--- src/rtl/instr_fetch_ctrl.sv ---
// Instruction fetch controller: owns the program counter, drives the word
// address of a synchronous one-cycle-latency instruction memory, buffers the
// returned words in a 2-entry FIFO and hands them to decode over valid/ready.
// A redirect from execute flushes the buffer, discards the in-flight return
// and restarts fetch at the new target. A misaligned target halts fetch.
//
// Ports:
//   ifetch_clk, ifetch_rst_n   clock, async active-low reset
//   ifetch_mem_addr            word address to instruction memory (pc word index)
//   ifetch_mem_data            memory read data, one cycle after the address
//   ifetch_instr_valid/ready   decode handshake
//   ifetch_instr, _pc          FIFO head instruction and its byte PC
//   ifetch_redirect_valid/_pc  one-cycle redirect request and target
//   ifetch_pc                  byte PC of the next word to issue
//   ifetch_misaligned          sticky flag: last redirect target was misaligned
module instr_fetch_ctrl #(
  parameter logic [31:0] RESET_PC       = 32'h0000_0000,
  parameter int unsigned MEM_ADDR_WIDTH = 5
) (
  input  logic                      ifetch_clk,
  input  logic                      ifetch_rst_n,
  output logic [MEM_ADDR_WIDTH-1:0] ifetch_mem_addr,
  input  logic [31:0]               ifetch_mem_data,
  output logic                      ifetch_instr_valid,
  input  logic                      ifetch_instr_ready,
  output logic [31:0]               ifetch_instr,
  output logic [31:0]               ifetch_instr_pc,
  input  logic                      ifetch_redirect_valid,
  input  logic [31:0]               ifetch_redirect_pc,
  output logic [31:0]               ifetch_pc,
  output logic                      ifetch_misaligned
);

  localparam int unsigned DEPTH   = 2;
  localparam int unsigned CNT_W   = 2;
  localparam int unsigned OCC_W   = 3;

  localparam logic [0:0] ST_RUN  = 1'b0;
  localparam logic [0:0] ST_HALT = 1'b1;

  logic [0:0]       state;
  logic [0:0]       state_next;
  logic [31:0]      pc;
  logic [31:0]      tag;
  logic             inflight;
  logic [CNT_W-1:0] count;
  logic             rd_ptr;
  logic             wr_ptr;
  logic             misaligned;
  logic [31:0]      fifo_instr [DEPTH];
  logic [31:0]      fifo_pc    [DEPTH];

  logic             redirect_bad_c;
  logic             pop_c;
  logic             push_c;
  logic             issue_c;
  logic [OCC_W-1:0] occ_c;

  // Handshake and issue decisions for this cycle.
  always_comb begin
    redirect_bad_c = ifetch_redirect_valid & (ifetch_redirect_pc[1:0] != 2'b00);
    pop_c          = ifetch_instr_valid & ifetch_instr_ready;
    push_c         = inflight & ~ifetch_redirect_valid;
    // Occupancy after this edge's pop, counting the word still in flight;
    // pop implies count>=1 so this never underflows.
    occ_c          = OCC_W'(count) + OCC_W'(inflight) - OCC_W'(pop_c);
    issue_c        = (state == ST_RUN) & ~ifetch_redirect_valid & (occ_c < OCC_W'(DEPTH));
  end

  // Next-state logic: redirect alone moves between RUN and HALT.
  always_comb begin
    state_next = state;
    if (ifetch_redirect_valid) begin
      state_next = redirect_bad_c ? ST_HALT : ST_RUN;
    end
  end

  // State register.
  always_ff @(posedge ifetch_clk or negedge ifetch_rst_n) begin
    if (!ifetch_rst_n) begin
      state <= ST_RUN;
    end else begin
      state <= state_next;
    end
  end

  // PC, in-flight tracking and FIFO storage.
  always_ff @(posedge ifetch_clk or negedge ifetch_rst_n) begin
    if (!ifetch_rst_n) begin
      pc         <= RESET_PC;
      tag        <= '0;
      inflight   <= 1'b0;
      count      <= '0;
      rd_ptr     <= 1'b0;
      wr_ptr     <= 1'b0;
      misaligned <= 1'b0;
      for (int i = 0; i < int'(DEPTH); i++) begin
        fifo_instr[i] <= '0;
        fifo_pc[i]    <= '0;
      end
    end else if (ifetch_redirect_valid) begin
      // Redirect wins: drop buffered and in-flight words, restart at target.
      pc         <= ifetch_redirect_pc;
      inflight   <= 1'b0;
      count      <= '0;
      rd_ptr     <= 1'b0;
      wr_ptr     <= 1'b0;
      misaligned <= redirect_bad_c;
    end else begin
      inflight <= issue_c;
      if (issue_c) begin
        tag <= pc;
        pc  <= pc + 32'd4;
      end
      if (push_c) begin
        fifo_instr[wr_ptr] <= ifetch_mem_data;
        fifo_pc[wr_ptr]    <= tag;
        wr_ptr             <= ~wr_ptr;
      end
      if (pop_c) begin
        rd_ptr <= ~rd_ptr;
      end
      count <= count + CNT_W'(push_c) - CNT_W'(pop_c);
    end
  end

  // Valid is masked during a redirect so nothing transfers in that cycle.
  assign ifetch_instr_valid = (count != '0) & (state == ST_RUN) & ~ifetch_redirect_valid;
  assign ifetch_instr       = fifo_instr[rd_ptr];
  assign ifetch_instr_pc    = fifo_pc[rd_ptr];
  assign ifetch_mem_addr    = pc[MEM_ADDR_WIDTH+1:2];
  assign ifetch_pc          = pc;
  assign ifetch_misaligned  = misaligned;

endmodule

--- config.mk ---
export PLATFORM = sky130hd
export DESIGN_NAME = instr_fetch_ctrl
export DESIGN_NICKNAME = d
export VERILOG_FILES = /design/src/rtl/instr_fetch_ctrl.sv
export SDC_FILE = /design/constraint.sdc
export NUM_CORES = 1
export LEC_CHECK = 0
export BUFFER_PORTS_ARGS = -buffer_cell sky130_fd_sc_hd__buf_2
export CAP_MARGIN = 30
export CORE_MARGIN = 2
export CORE_UTILIZATION = 60
export DETAILED_ROUTE_END_ITERATION = 16
export GPL_ROUTABILITY_DRIVEN = 0
export PLACE_DENSITY = 0.86
export SETUP_SLACK_MARGIN = 0.05
export SLEW_MARGIN = 40
export SYNTH_ARGS = -nofsm -noshare
export SYNTH_HDL_FRONTEND = slang
export SYNTH_SLANG_ARGS = --single-unit
--- constraint.sdc ---
create_clock -name ifetch_clk -period 6.4 [get_ports ifetch_clk]
set_clock_uncertainty 0.2 [all_clocks]
set_input_delay 0.96 -clock ifetch_clk [delete_from_list [all_inputs] [get_ports ifetch_clk]]
set_output_delay 0.96 -clock ifetch_clk [all_outputs]
set_load 0.1 [all_outputs]
==> impl_summary.md, run 1 <==
Run status
The flow ran to the end, and the final reports show no timing, DRC or antenna violations.

Layout
The number of nets in the layout is approximately 950. The proportion of layout cells with a drive suffix above 1 is 0.476. Compared with the post-synthesis result, the final layout area differs by 16.5%. 0 antenna diodes ended up in the layout.

Drt
The routed design has 19.5 mm of wire. After the first detailed-routing iteration, the DRC count stood at approximately 430. The via density per instance is approximately 5.9.

The detailed-router iteration count before antenna repair is 7. The residual antenna-violating net count after detailed routing is 0. The DRC violations left is 0. The final routed wire length divided by cell count is between 15 and 20 um. Summing over every cut layer, the via total after detailed routing is between 6,000 and 7,000.

Synth
Synthesis instantiated 60 different standard cells from the library. In the synthesized netlist, the number of instances is ~730. Counting every net in the synthesized netlist gives 800. The fraction of registers with async set or reset after synthesis is 1.00. In the synthesized netlist the dominant register cell turns out to be sky130_fd_sc_hd__dfrtp_1. Yosys mapped a number of flops with a built-in enable equal to 0. Counting flops and latches in the post-synthesis netlist gives a little under 200. In this run the mean area of a mapped cell was about 13 um2. In this run the cell area of the synthesized design comes to around 9000 um2. Yosys printed 0 warnings.

Of the synthesized area, sequential elements account for 0.545.

Global routing
The global-route wire length before repair is 32.2 mm. The number of antenna violations at the first check in global routing came to 0. The via count of the first global-routing pass came to ~6,200. Entering global routing, the biggest net connects slightly above 80 pins. For this run, the total global-route usage over all layers was measured as 0.250. The total global routing overflow is 0.

STA
The worst path in the final design needs a cycle of between 4 and 5 ns, including I/O delays and setup. Headroom to the max-slew limit came out at 0.450. The setup total negative slack is 0 ns. At the pin with the least slew margin, the transition time is roughly 0.82 ns. The count of pins over their slew limit is 0. Based on the critical path, the design can be clocked at up to between 0.2 and 0.25 GHz. Setup violations remaining at the end of the flow were counted as 0. Across all hold checks on the routed design, the worst slack comes to 0.274 ns.

Dividing the final minimum period by the clock period gives 0.638. The number of hold-slack violations in the final timing report is 0. Setup repair after global routing left no endpoint under its margin.

Critical path
The data arrival time of the worst path is between 4 and 5 ns. The largest individual stage delay along the critical path comes from the cell sky130_fd_sc_hd__inv_2. STA classifies the critical path endpoint as a register. The setup check on the worst reg-to-reg path leaves a slack of roughly 2.5 ns.

The capture point of the worst reg-to-reg path is ifetch_pc[8]. The worst setup path is launched from an input pin. For the worst flop-to-flop path, the logic depth is 10. The startpoint-to-endpoint class of the critical path is input pin to register.

The kind of cell adding the most delay to the critical path is simple AND/OR/NAND/NOR gates. In this run the critical register-to-register path is launched from count[1]. Traced cell by cell, the critical path runs through buf_2, nor2_1, o211ai_1, inv_1, ha_1, nand2b_1, fa_1, nor3b_4, nand2_2, inv_2, nand2_1, o311ai_1. The required time of the worst setup path is around 6.5 ns. The maximum fanout along the worst path is 46. In this design, the stage delay of the slowest critical-path cell is between 0.7 and 0.8 ns. The number of buffer and inverter instances along the worst setup path is 3.

Power and ir drop
The power density of the placed cells is between 400 and 500 nW/um2. The sequential group share of total power is 0.354. VDD sags by at most approximately 0.24 mV. The standby leakage power is 0.00518 uW.

The internal cell power is between 2000 and 3000 uW. The analysis attributes to net switching a power of around 2400 uW. Of the total power, the clock network draws 0.198. The proportion of total power due to net switching is 0.479.

The fraction of power consumed by combinational cells is 0.448.

Clocking
Counting every sink on the clock net gives between 150 and 200. The maximum count of clock buffers along a single path is 2. The number of setup buffers added after CTS is 0. After clock tree synthesis, the flow added hold-fix buffers numbering 0. The H-tree generated during clock tree synthesis spans 4 levels. The number of buffers added by the clock tree synthesis step is 17. The clock transition at the registers of the reported paths is about 0.07 ns. The clock latency reported for the late side of the worst-skew pair is about 0.42 ns. TritonCTS built the clock tree.

The number of gates resized after CTS is 0. The cell sitting at the root of the clock tree is a sky130_fd_sc_hd__clkbuf_16.

Placed design
The half-perimeter wire length of the detailed placement result is about 13 mm. The count of buffers inserted at the top-level ports is between 150 and 200.

Floorplan
between 150 and 200 I/O pins were placed. The core region is 15,000 um2. The die is 127 um tall.

In this run the horizontal extent of the chip is around 130 um. The die outline area is approximately 16,000 um2. The starting utilization of the core area is 0.605. The placement row count is 45.

Worst hold path
The type of the most critical hold path is input pin to asynchronous set/reset pin.

Job
Max-cap violations in this run came to 0.
state kept, by name, indices dropped and copies added, names as in the netlist:
| name | count |
|---|---|
| inflight | 1 |
| count | 2 |
| fifo_instr | 64 |
| tag | 32 |
| wr_ptr | 1 |
| rd_ptr | 1 |
| fifo_pc | 64 |
| ifetch_pc | 32 |
| state | 1 |
worst max-delay path by stage:
| stage | start | end | slack, ns | depth (start not counted) |
|---|---|---|---|---|
| after floorplan | ifetch_redirect_valid | ifetch_pc[24] | 2.55 | 12 |
| after global placement | ifetch_redirect_valid | ifetch_pc[8] | 2.11 | 12 |
| after detailed placement | ifetch_redirect_valid | ifetch_pc[8] | 1.96 | 12 |
| after CTS | ifetch_redirect_valid | ifetch_pc[8] | 2.39 | 12 |
| after global routing | ifetch_redirect_valid | ifetch_pc[8] | 2.00 | 12 |
| final | ifetch_redirect_valid | ifetch_pc[8] | 2.32 | 12 |
synthesized netlist by cell type (5+ instances only):
cell                         n  area share
sky130_fd_sc_hd__a21oi_1     5      0.0028
sky130_fd_sc_hd__and4_1      5      0.0048
sky130_fd_sc_hd__buf_1       5      0.0021
sky130_fd_sc_hd__buf_2      20       0.011
sky130_fd_sc_hd__buf_4       5      0.0041
sky130_fd_sc_hd__clkbuf_1   10      0.0041
sky130_fd_sc_hd__dfrtp_1   198        0.54
sky130_fd_sc_hd__inv_1       8      0.0033
sky130_fd_sc_hd__mux2_2    194        0.24
sky130_fd_sc_hd__nand2_1   121       0.050
sky130_fd_sc_hd__nand3_1    20       0.011
sky130_fd_sc_hd__nand4_1     8      0.0055
sky130_fd_sc_hd__nor2_1      7      0.0029
sky130_fd_sc_hd__nor3_1      6      0.0033
sky130_fd_sc_hd__o211ai_1    9      0.0074
sky130_fd_sc_hd__o21ai_0     7      0.0039
sky130_fd_sc_hd__o311ai_0    7      0.0067
sky130_fd_sc_hd__o311ai_1    5      0.0048
sky130_fd_sc_hd__or4_1       8      0.0066
power groups by stage:
stage | Sequential [uW] | Clock (uW) | Combinational [uW]
4_1_cts | 1770 | 1010 | 2260
6_report | 1770 | 992 | 2250
2_1_floorplan | 1880 | 0 | 1790
5_1_grt | 1810 | 1060 | 2330
3_5_place_dp | 1790 | 0 | 2250
3_3_place_gp | 1770 | 0 | 2220
through the flow:
stage,total power [uW],utilization,setup slack (ns),instances,area [um2]
3_3_place_gp,3990,0.665,2.11,1046,10000
3_5_place_dp,4040,0.669,1.96,1048,10100
2_1_floorplan,3670,-,2.55,727,9100
4_1_cts,5030,0.705,2.39,1078,10600
5_1_grt,5210,0.705,2.00,1078,10600
6_report,5010,0.705,2.32,1078,10600
worst reg2reg max path, stage by stage, from the launching register on:
cell                       delay [ns]
sky130_fd_sc_hd__dfrtp_1         0.49
sky130_fd_sc_hd__o211ai_1        0.28
sky130_fd_sc_hd__inv_1           0.10
sky130_fd_sc_hd__ha_1            0.27
sky130_fd_sc_hd__nand2b_1        0.15
sky130_fd_sc_hd__fa_1            0.50
sky130_fd_sc_hd__nor3b_4         0.30
sky130_fd_sc_hd__nand2_2         0.34
sky130_fd_sc_hd__inv_2           0.73
sky130_fd_sc_hd__nand2_1         0.16
sky130_fd_sc_hd__o311ai_1        0.29
final cells by class:
type | count | area [um2]
clock buffer | 22 | 464
clock inverter | 8 | 78.8
sequential | 198 | 4960
inverter | 9 | 33.8
tap | 188 | 235
timing repair buffer | 178 | 960
fill | 1073 | 4430
multi-input combinational | 475 | 3870
cell usage in the layout (no fill, tap or decap), drive strengths merged, types with 6 or more instances in the layout:
cell type    n
dfrtp      198
mux2       194
buf        177
nand2      122
clkbuf      23
nand3       20
o311ai      12
nand4       10
o211ai       9
inv          9
and4         9
or4          8
nor2         8
o21ai        7
nor3         6
clkinv       6
cell families (layout without fill, tap and decap cells):
group	count (synthesis)	after routing	synth area share
simple gates	206	206	0.114
buf+inv	54	217	0.0320
xor+xnor	7	7	0.00757
compound gates	59	59	0.0492
fa+ha+maj	5	5	0.00770
mux	198	198	0.245
flops	198	198	0.545
layer usage:
layer  global-route usage  part of all wire
met3               0.0532             0.063
met2                0.407              0.47
met4               0.0711             0.013
met5                    0                 0
met1                0.346              0.45
No activity file was read; power rests on OpenSTA's default activity.
==> run 2: changes to the inputs <==
--- a/config.mk
+++ b/config.mk
@@ -8,10 +8,10 @@
 export BUFFER_PORTS_ARGS = -buffer_cell sky130_fd_sc_hd__buf_2
 export CAP_MARGIN = 30
 export CORE_MARGIN = 2
-export CORE_UTILIZATION = 60
+export CORE_UTILIZATION = 56
 export DETAILED_ROUTE_END_ITERATION = 16
 export GPL_ROUTABILITY_DRIVEN = 0
-export PLACE_DENSITY = 0.86
+export PLACE_DENSITY = 0.81
 export SETUP_SLACK_MARGIN = 0.05
 export SLEW_MARGIN = 40
 export SYNTH_ARGS = -nofsm -noshare
==> constraint.sdc (replaced) <==
create_clock -name ifetch_clk -period 3.83 [get_ports ifetch_clk]
set_clock_uncertainty 0.2 [all_clocks]
set_input_delay 0.5745 -clock ifetch_clk [delete_from_list [all_inputs] [get_ports ifetch_clk]]
set_output_delay 0.5745 -clock ifetch_clk [all_outputs]
set_load 0.1 [all_outputs]
==> run 2 against run 1 <==
Net effect: the flow now finishes with violations (hold timing); utilization is 3.0 points lower; sequential power is 67% higher; via count is 0.88% higher; sequential share of layout area is 0.55 points lower; critical path depth is 2 lower; power is 69% higher; register-to-register slack worse by 2.1 ns; critical path type is now register to register; largest power group unchanged.
==> impl_summary.md, run 2 (same netlist as run 1, synthesis figures left out) <==
Run status
The run finished, with violations left. The checks that failed: hold timing.

Layout
In the final layout, the registers with the most flip-flops are fifo_instr: 64 flops, fifo_pc: 64 flops. The commonest non-fill, non-tap cell in the layout is sky130_fd_sc_hd__dfrtp_1. The library cells used most frequently in the layout, excluding fill and tap cells, are sky130_fd_sc_hd__dfrtp_1 (197), sky130_fd_sc_hd__mux2_2 (194), sky130_fd_sc_hd__buf_2 (169). The number of nets in the layout is 958 (+0.63%). The design area is 10,700 um2 (+1.2%). The layout overhead on the synthesized area is 17.9%.

The proportion of layout cells with a drive suffix above 1 came to 0.480 (+0.00355).

Floorplan
The die width is 131 um (+3.4%). The die outline area is 17,300 um2 (+6.9%). The floorplan core area is 15,900 um2 (+5.7%). The top-level port count is 171 (unchanged). The starting utilization of the core area was 0.573 (-0.0325).

The placement row count came to 46 (+2.2%). The overall die height was 131 um (+3.4%).

STA
Setup repair after global routing left no endpoint under its margin. The tightest hold margin came to -0.0550 ns (-0.329 ns). The setup violation total in the final timing report came to 0 (unchanged). The transition time at the pin with the least slew margin is 0.805 ns (-0.0186 ns). The setup total negative slack is 0 ns (unchanged).

The time the final worst path needs with I/O delays and setup is 3.43 ns. The top achievable clock speed is 0.291 GHz. The number of hold-slack violations in the final timing report is 31 (+31).

The normalized max-slew margin is 0.464 (+0.0132). In the finished design, the share of the clock period the worst path needs comes to 0.897. The count of pins over their slew limit is 0 (unchanged).

Power and ir drop
The sequential group share of total power is 0.349 (-0.005). The maximum vdd drop is 0.482 mV (+100%). The fraction of power consumed by combinational cells is 0.444 (-0.004). The clock network power share was 0.206 (+0.008).

The proportion of total power due to net switching is 0.474 (-0.00546). The total net switching power is 4010 uW (+67%). The internal cell power is 4450 uW (+71%).

The power density of the placed cells is 788 nW/um2 (+67%). The standby leakage power is 0.00523 uW (+0.89%).

Global routing
The total global-route track usage is 0.237 (-0.0131). The total global routing overflow is 0 (unchanged). The maximum number of pins on one net before global-route repair is 100 (+23%).

The via count of the first global-routing pass is 6,342 (+2.6%). The number of antenna violations at the first check in global routing is 1 (+1). The global-route wire length before repair is 32.9 mm (+2.1%).

Drt
The residual antenna-violating net count after detailed routing was 0 (unchanged). The total wire length is 19.8 mm (+1.4%). The DRC violations left is 0 (unchanged). The via count of the routed design is 6,402 (+0.88%). The initial DRC count is 458 (+5.8%).

The detailed-router iteration count before antenna repair was 4 (-3). The via density per instance is 5.74 (-2.5%). The final routed wire length divided by cell count was 17.8 um (-2.0%).

Job
The max capacitance violation total came to 0 (unchanged).

Clocking
The number of buffers added by the clock tree synthesis step is 17 (unchanged). TritonCTS built the clock tree. CTS placed an instance of sky130_fd_sc_hd__clkbuf_16 at the clock tree root. The clock latency reported for the late side of the worst-skew pair was 0.42 ns (about the same). The number of gates resized after CTS was 0 (unchanged). The hold buffer count at cts is 0 (unchanged). The number of setup buffers added after CTS is 0 (unchanged). The count of clock tree sinks is 198 (unchanged). The number of H-tree levels is 4 (unchanged). The maximum count of clock buffers along a single path came to 2 (unchanged). The clock transition at the registers of the reported paths came to 0.07 ns (about the same).

Worst hold path
The type of the most critical hold path is input pin to asynchronous set/reset pin.

Placed design
The half-perimeter wire length of the detailed placement result is 13.4 mm (+1.0%). The post-place instance area is 10,100 um2 (+0.86%). The count of buffers inserted at the top-level ports was 170 (unchanged).

Critical path
The required time of the worst setup path came to 3.97 ns (-2.55 ns). The cell count of the worst reg-to-reg path is 10 (unchanged). The data arrival time of the worst path is 3.58 ns (-0.62 ns). The maximum fanout along the worst path was 10 (-78%). The worst setup path is captured at a register.

The critical path is of the register to register type. The startpoint kind of the worst setup timing path is a register.
run 2: cell count changes in the layout (fill, tap and decap cells not counted):
cell	before	now
sky130_fd_sc_hd__buf_4	4	10
sky130_fd_sc_hd__a21oi_1	4	5
sky130_fd_sc_hd__clkinv_2	3	5
sky130_fd_sc_hd__buf_8	0	1
sky130_fd_sc_hd__clkinv_4	3	0
sky130_fd_sc_hd__a21oi_2	1	0
sky130_fd_sc_hd__clkinvlp_4	1	2
sky130_fd_sc_hd__bufinv_16	1	2
sky130_fd_sc_hd__buf_12	1	4
sky130_fd_sc_hd__buf_16	1	0
sky130_fd_sc_hd__diode_2	0	1
sky130_fd_sc_hd__buf_6	2	0
run 2: area by class of cell:
class,count,area [um2]
inverter,9,33.8
fill,1204,5160
multi-input combinational,475,3870
timing repair buffer,184,1020
clock inverter,9,100
sequential,198,4960
clock buffer,23,478
tap,216,270
antenna,1,2.50
run 2: routing by layer:
metal | vias up | global-route usage | wire, um
met5 | - | 0 | 0
met1 | 3209 | 0.336 | 9000
met4 | 0 | 0.0876 | 304
met2 | 232 | 0.373 | 9440
li1 | 2939 | - | -
met3 | 22 | 0.0378 | 1050
run 2: power groups by stage:
stage | clock [uW] | combinational [uW] | sequential [uW]
floorplan | 0 | 2990 | 3140
global placement | 0 | 3720 | 2960
detailed placement | 0 | 3770 | 2990
CTS | 1780 | 3780 | 2950
global route | 1880 | 3880 | 3030
finish | 1750 | 3760 | 2950
run 2: final timing paths:
check                                           start             end  slack (ns)
worst max-delay path                         count[1]   ifetch_pc[16]        0.40
min in group ifetch_clk         ifetch_redirect_pc[4]    ifetch_pc[4]        0.15
max in group asynchronous                ifetch_rst_n   fifo_instr[6]        2.64
worst min-delay path                     ifetch_rst_n  fifo_instr[28]       -0.06
worst min register to register            fifo_pc[17]     fifo_pc[17]        0.30
worst max register to register               count[1]   ifetch_pc[16]        0.40
run 2: worst max-delay path: stages, from the launching register on:
cell and delay [ns]:
sky130_fd_sc_hd__dfrtp_1 0.50, sky130_fd_sc_hd__o211ai_1 0.28, sky130_fd_sc_hd__inv_1 0.11, sky130_fd_sc_hd__ha_1 0.28
sky130_fd_sc_hd__nand2b_1 0.16, sky130_fd_sc_hd__fa_1 0.46, sky130_fd_sc_hd__nor3b_4 0.19, sky130_fd_sc_hd__a21oi_1 0.68
sky130_fd_sc_hd__buf_4 0.27, sky130_fd_sc_hd__a21oi_1 0.05, sky130_fd_sc_hd__o211ai_1 0.18
run 2: stage by stage:
stage          hold slack, ns  utilization  total power [uW]  std cells  setup WS, ns
4_1_cts                0.0575        0.675              8510       1114         0.414
3_5_place_dp            0.287        0.639              6760       1082         0.193
6_report              -0.0550        0.675              8460       1115         0.396
3_3_place_gp            0.281        0.639              6680       1082         0.314
2_1_floorplan          0.0789            -              6140        727         0.171
5_1_grt                0.0226        0.675              8790       1115         0.161
==> run 3: changes to the inputs <==
--- a/config.mk
+++ b/config.mk
@@ -11,7 +11,7 @@
 export CORE_UTILIZATION = 56
 export DETAILED_ROUTE_END_ITERATION = 16
 export GPL_ROUTABILITY_DRIVEN = 0
-export PLACE_DENSITY = 0.81
+export PLACE_DENSITY = 0.83
 export SETUP_SLACK_MARGIN = 0.05
 export SLEW_MARGIN = 40
 export SYNTH_ARGS = -nofsm -noshare
==> run 3 against run 2 <==
Net effect: the run still ends with hold timing left; critical path type unchanged; maximum frequency shrank 2.2%; sequential power is essentially flat; largest cell class unchanged; count of clock-buffer cells in the layout shrank 5; design area is essentially flat.
==> impl_summary.md, run 3 (same netlist as run 1, synthesis figures left out) <==
STA
The normalized max-slew margin is 0.519 (+0.0552). The final critical-path setup slack is 0.317 ns (-0.0787 ns). The time the final worst path needs with I/O delays and setup came to 3.51 ns (+0.0787 ns). The setup total negative slack came to 0 ns (unchanged). The transition time at the pin with the least slew margin is 0.722 ns (-0.0828 ns). The top achievable clock speed is 0.285 GHz (-2.2%). The count of pins over their slew limit was 0 (unchanged). The share of the clock period used by the worst path after layout came to 0.917 (+0.0205). The tightest hold margin is -0.0208 ns (+0.0342 ns). The number of hold-slack violations in the final timing report is 8 (-74%). The setup violation total in the final timing report came to 0 (unchanged). Setup repair after global routing left no endpoint under its margin.

Clocking
The number of setup buffers added after CTS is 0 (unchanged). The clock tree root driver cell is sky130_fd_sc_hd__clkbuf_16. The clock latency reported for the late side of the worst-skew pair is 0.44 ns (+0.02 ns). The maximum count of clock buffers along a single path is 2 (unchanged).

The number of buffers added by the clock tree synthesis step came to 17 (unchanged). The count of clock tree sinks is 198 (unchanged). The number of gates resized after CTS was 0 (unchanged). The number of H-tree levels is 4 (unchanged). The clock transition at the registers of the reported paths is 0.08 ns (about the same). TritonCTS built the clock tree. The hold buffer count at cts is 0 (unchanged).

Drt
The initial DRC count is 359 (-22%). The final routed wire length divided by cell count is 18.1 um (+2.0%). The residual antenna-violating net count after detailed routing is 0 (unchanged). The detailed-router iteration count before antenna repair came to 5 (+1). The via density per instance is 5.72 (-0.45%). The DRC violations left came to 0 (unchanged). The via count of the routed design is 6,362 (-0.62%). The total wire length is 20.1 mm (+1.8%).

Critical path
The delay of the slowest cell on the worst path came to 0.50 ns (-0.18 ns). STA classifies the critical path endpoint as a register. The launch point of the critical path is count[1]. Walking the worst path, the cells encountered are o211ai_1, inv_1, ha_1, nand2b_1, fa_1, nor3b_4, nand2_2, inv_2, buf_4, a21oi_1, o21ai_0. The worst setup path is launched from a register. The startpoint identified for the worst register-to-register timing path is count[1].

The worst setup path is of the register to register kind. The data arrival time of the worst path is 3.65 ns (+0.07 ns). The setup slack on the worst flop-to-flop path is 0.32 ns (-0.08 ns).

The cell count of the worst reg-to-reg path is 11 (+1). The maximum fanout along the worst path was 24 (+14). The capture point of the worst reg-to-reg path is ifetch_pc[18]. On the critical path, the stage with the largest delay is an instance of sky130_fd_sc_hd__fa_1.

The critical path capture point is ifetch_pc[18]. The required time of the worst setup path was 3.97 ns (about the same).

Layout
The commonest non-fill, non-tap cell in the layout is sky130_fd_sc_hd__dfrtp_1. The number of nets in the layout is 957 (-0.10%). In the final layout, the registers with the most flip-flops are fifo_instr: 64 flops, fifo_pc: 64 flops.

The layout overhead on the synthesized area is 17.9% (about the same). The library cells used most frequently in the layout, excluding fill and tap cells, are sky130_fd_sc_hd__dfrtp_1 (197), sky130_fd_sc_hd__mux2_2 (194), sky130_fd_sc_hd__buf_2 (169). The design area is 10,700 um2 (about the same). The proportion of layout cells with a drive suffix above 1 came to 0.483 (+0.00276). The antenna diode count is 0 (-1).

Placed design
The post-place instance area is 10,100 um2 (about the same). The pre-CTS setup slack came to 0.167 ns (-0.0257 ns). The count of buffers inserted at the top-level ports is 170 (unchanged).

The half-perimeter wire length of the detailed placement result is 13.7 mm (+2.2%).

Global routing
The global-route wire length before repair was 33.7 mm (+2.4%). The total global-route track usage was 0.241 (+0.00390). The via count of the first global-routing pass was 6,603 (+4.1%).

The number of antenna violations at the first check in global routing came to 0 (-1). The total global routing overflow came to 0 (unchanged). The maximum number of pins on one net before global-route repair was 90 (-10%).

Power and ir drop
The fraction of power consumed by combinational cells is 0.444 (about the same). The clock network power share is 0.208 (+0.002). The sequential group share of total power is 0.348 (about the same). The internal cell power came to 4410 uW (-0.92%). The total power is 8500 uW (+0.52%). The total net switching power is 4090 uW (+2.1%). The proportion of total power due to net switching is 0.482 (+0.00752). The power density of the placed cells came to 793 nW/um2 (+0.56%). The standby leakage power came to 0.00522 uW (-0.21%). The maximum vdd drop is 0.491 mV (+1.9%).

Floorplan
The overall die height is 131 um (unchanged). The top-level port count is 171 (unchanged). The placement row count is 46 (unchanged).

The die outline area is 17,300 um2 (unchanged). The starting utilization of the core area is 0.573 (unchanged). The floorplan core area was 15,900 um2 (unchanged). The die width was 131 um (unchanged).

Run status
The flow ran to the end, but the final reports show violations. The final reports fail on hold timing.

Worst hold path
The worst hold path belongs to the class input pin to asynchronous set/reset pin.

Job
The max capacitance violation total was 0 (unchanged).
## run 3: worst min path at each step
stage	end	startpoint	cells past startpoint	slack, ns
final	fifo_instr[56]	ifetch_rst_n	1	-0.02
after global routing	fifo_instr[56]	ifetch_rst_n	1	0.04
after CTS	fifo_instr[56]	ifetch_rst_n	1	0.02
after detailed placement	tag[6]	tag[6]	2	0.28
after global placement	tag[9]	tag[9]	2	0.28
after floorplan	count[0]	ifetch_rst_n	0	0.08
## run 3: critical path, delay by kind of cell (launching register included)
family / cells / cell delay, ns
AO/OA/AOI/OAI: 3 / 0.58
AND/OR/NAND/NOR: 3 / 0.65
buffers and inverters: 3 / 0.72
flip-flops: 1 / 0.49
adder cells (fa/ha/maj): 2 / 0.77
## run 3: layout make-up
| cell class | instances | area (um2) |
|---|---|---|
| Clock buffer | 18 | 429 |
| Clock inverter | 14 | 153 |
| Fill cell | 1210 | 5160 |
| Inverter | 9 | 33.8 |
| Multi-Input combinational cell | 475 | 3870 |
| Sequential cell | 198 | 4960 |
| Tap cell | 216 | 270 |
| Timing Repair Buffer | 183 | 1010 |
## run 3: stage by stage
step	std cells	hold WS (ns)	utilization
after floorplan	727	0.0789	-
after global placement	1081	0.281	0.638
after detailed placement	1081	0.284	0.638
after CTS	1113	0.0189	0.675
after global routing	1113	0.0374	0.675
final	1113	-0.0208	0.675
## run 3: power groups by stage
| stage | Clock (uW) | Sequential [uW] | Combinational [uW] |
|---|---|---|---|
| 2_1_floorplan | 0 | 3140 | 2990 |
| 3_3_place_gp | 0 | 2960 | 3730 |
| 3_5_place_dp | 0 | 3000 | 3770 |
| 4_1_cts | 1800 | 2960 | 3790 |
| 5_1_grt | 1890 | 3040 | 3900 |
| 6_report | 1770 | 2960 | 3770 |
## run 3: routing by layer
metal  GRT usage  share of wire  vias up
met5           0              0        -
met1       0.339           0.44     3143
li1            -              -     2929
met2       0.377           0.48      263
met3      0.0459          0.061       27
met4      0.0876          0.017        0
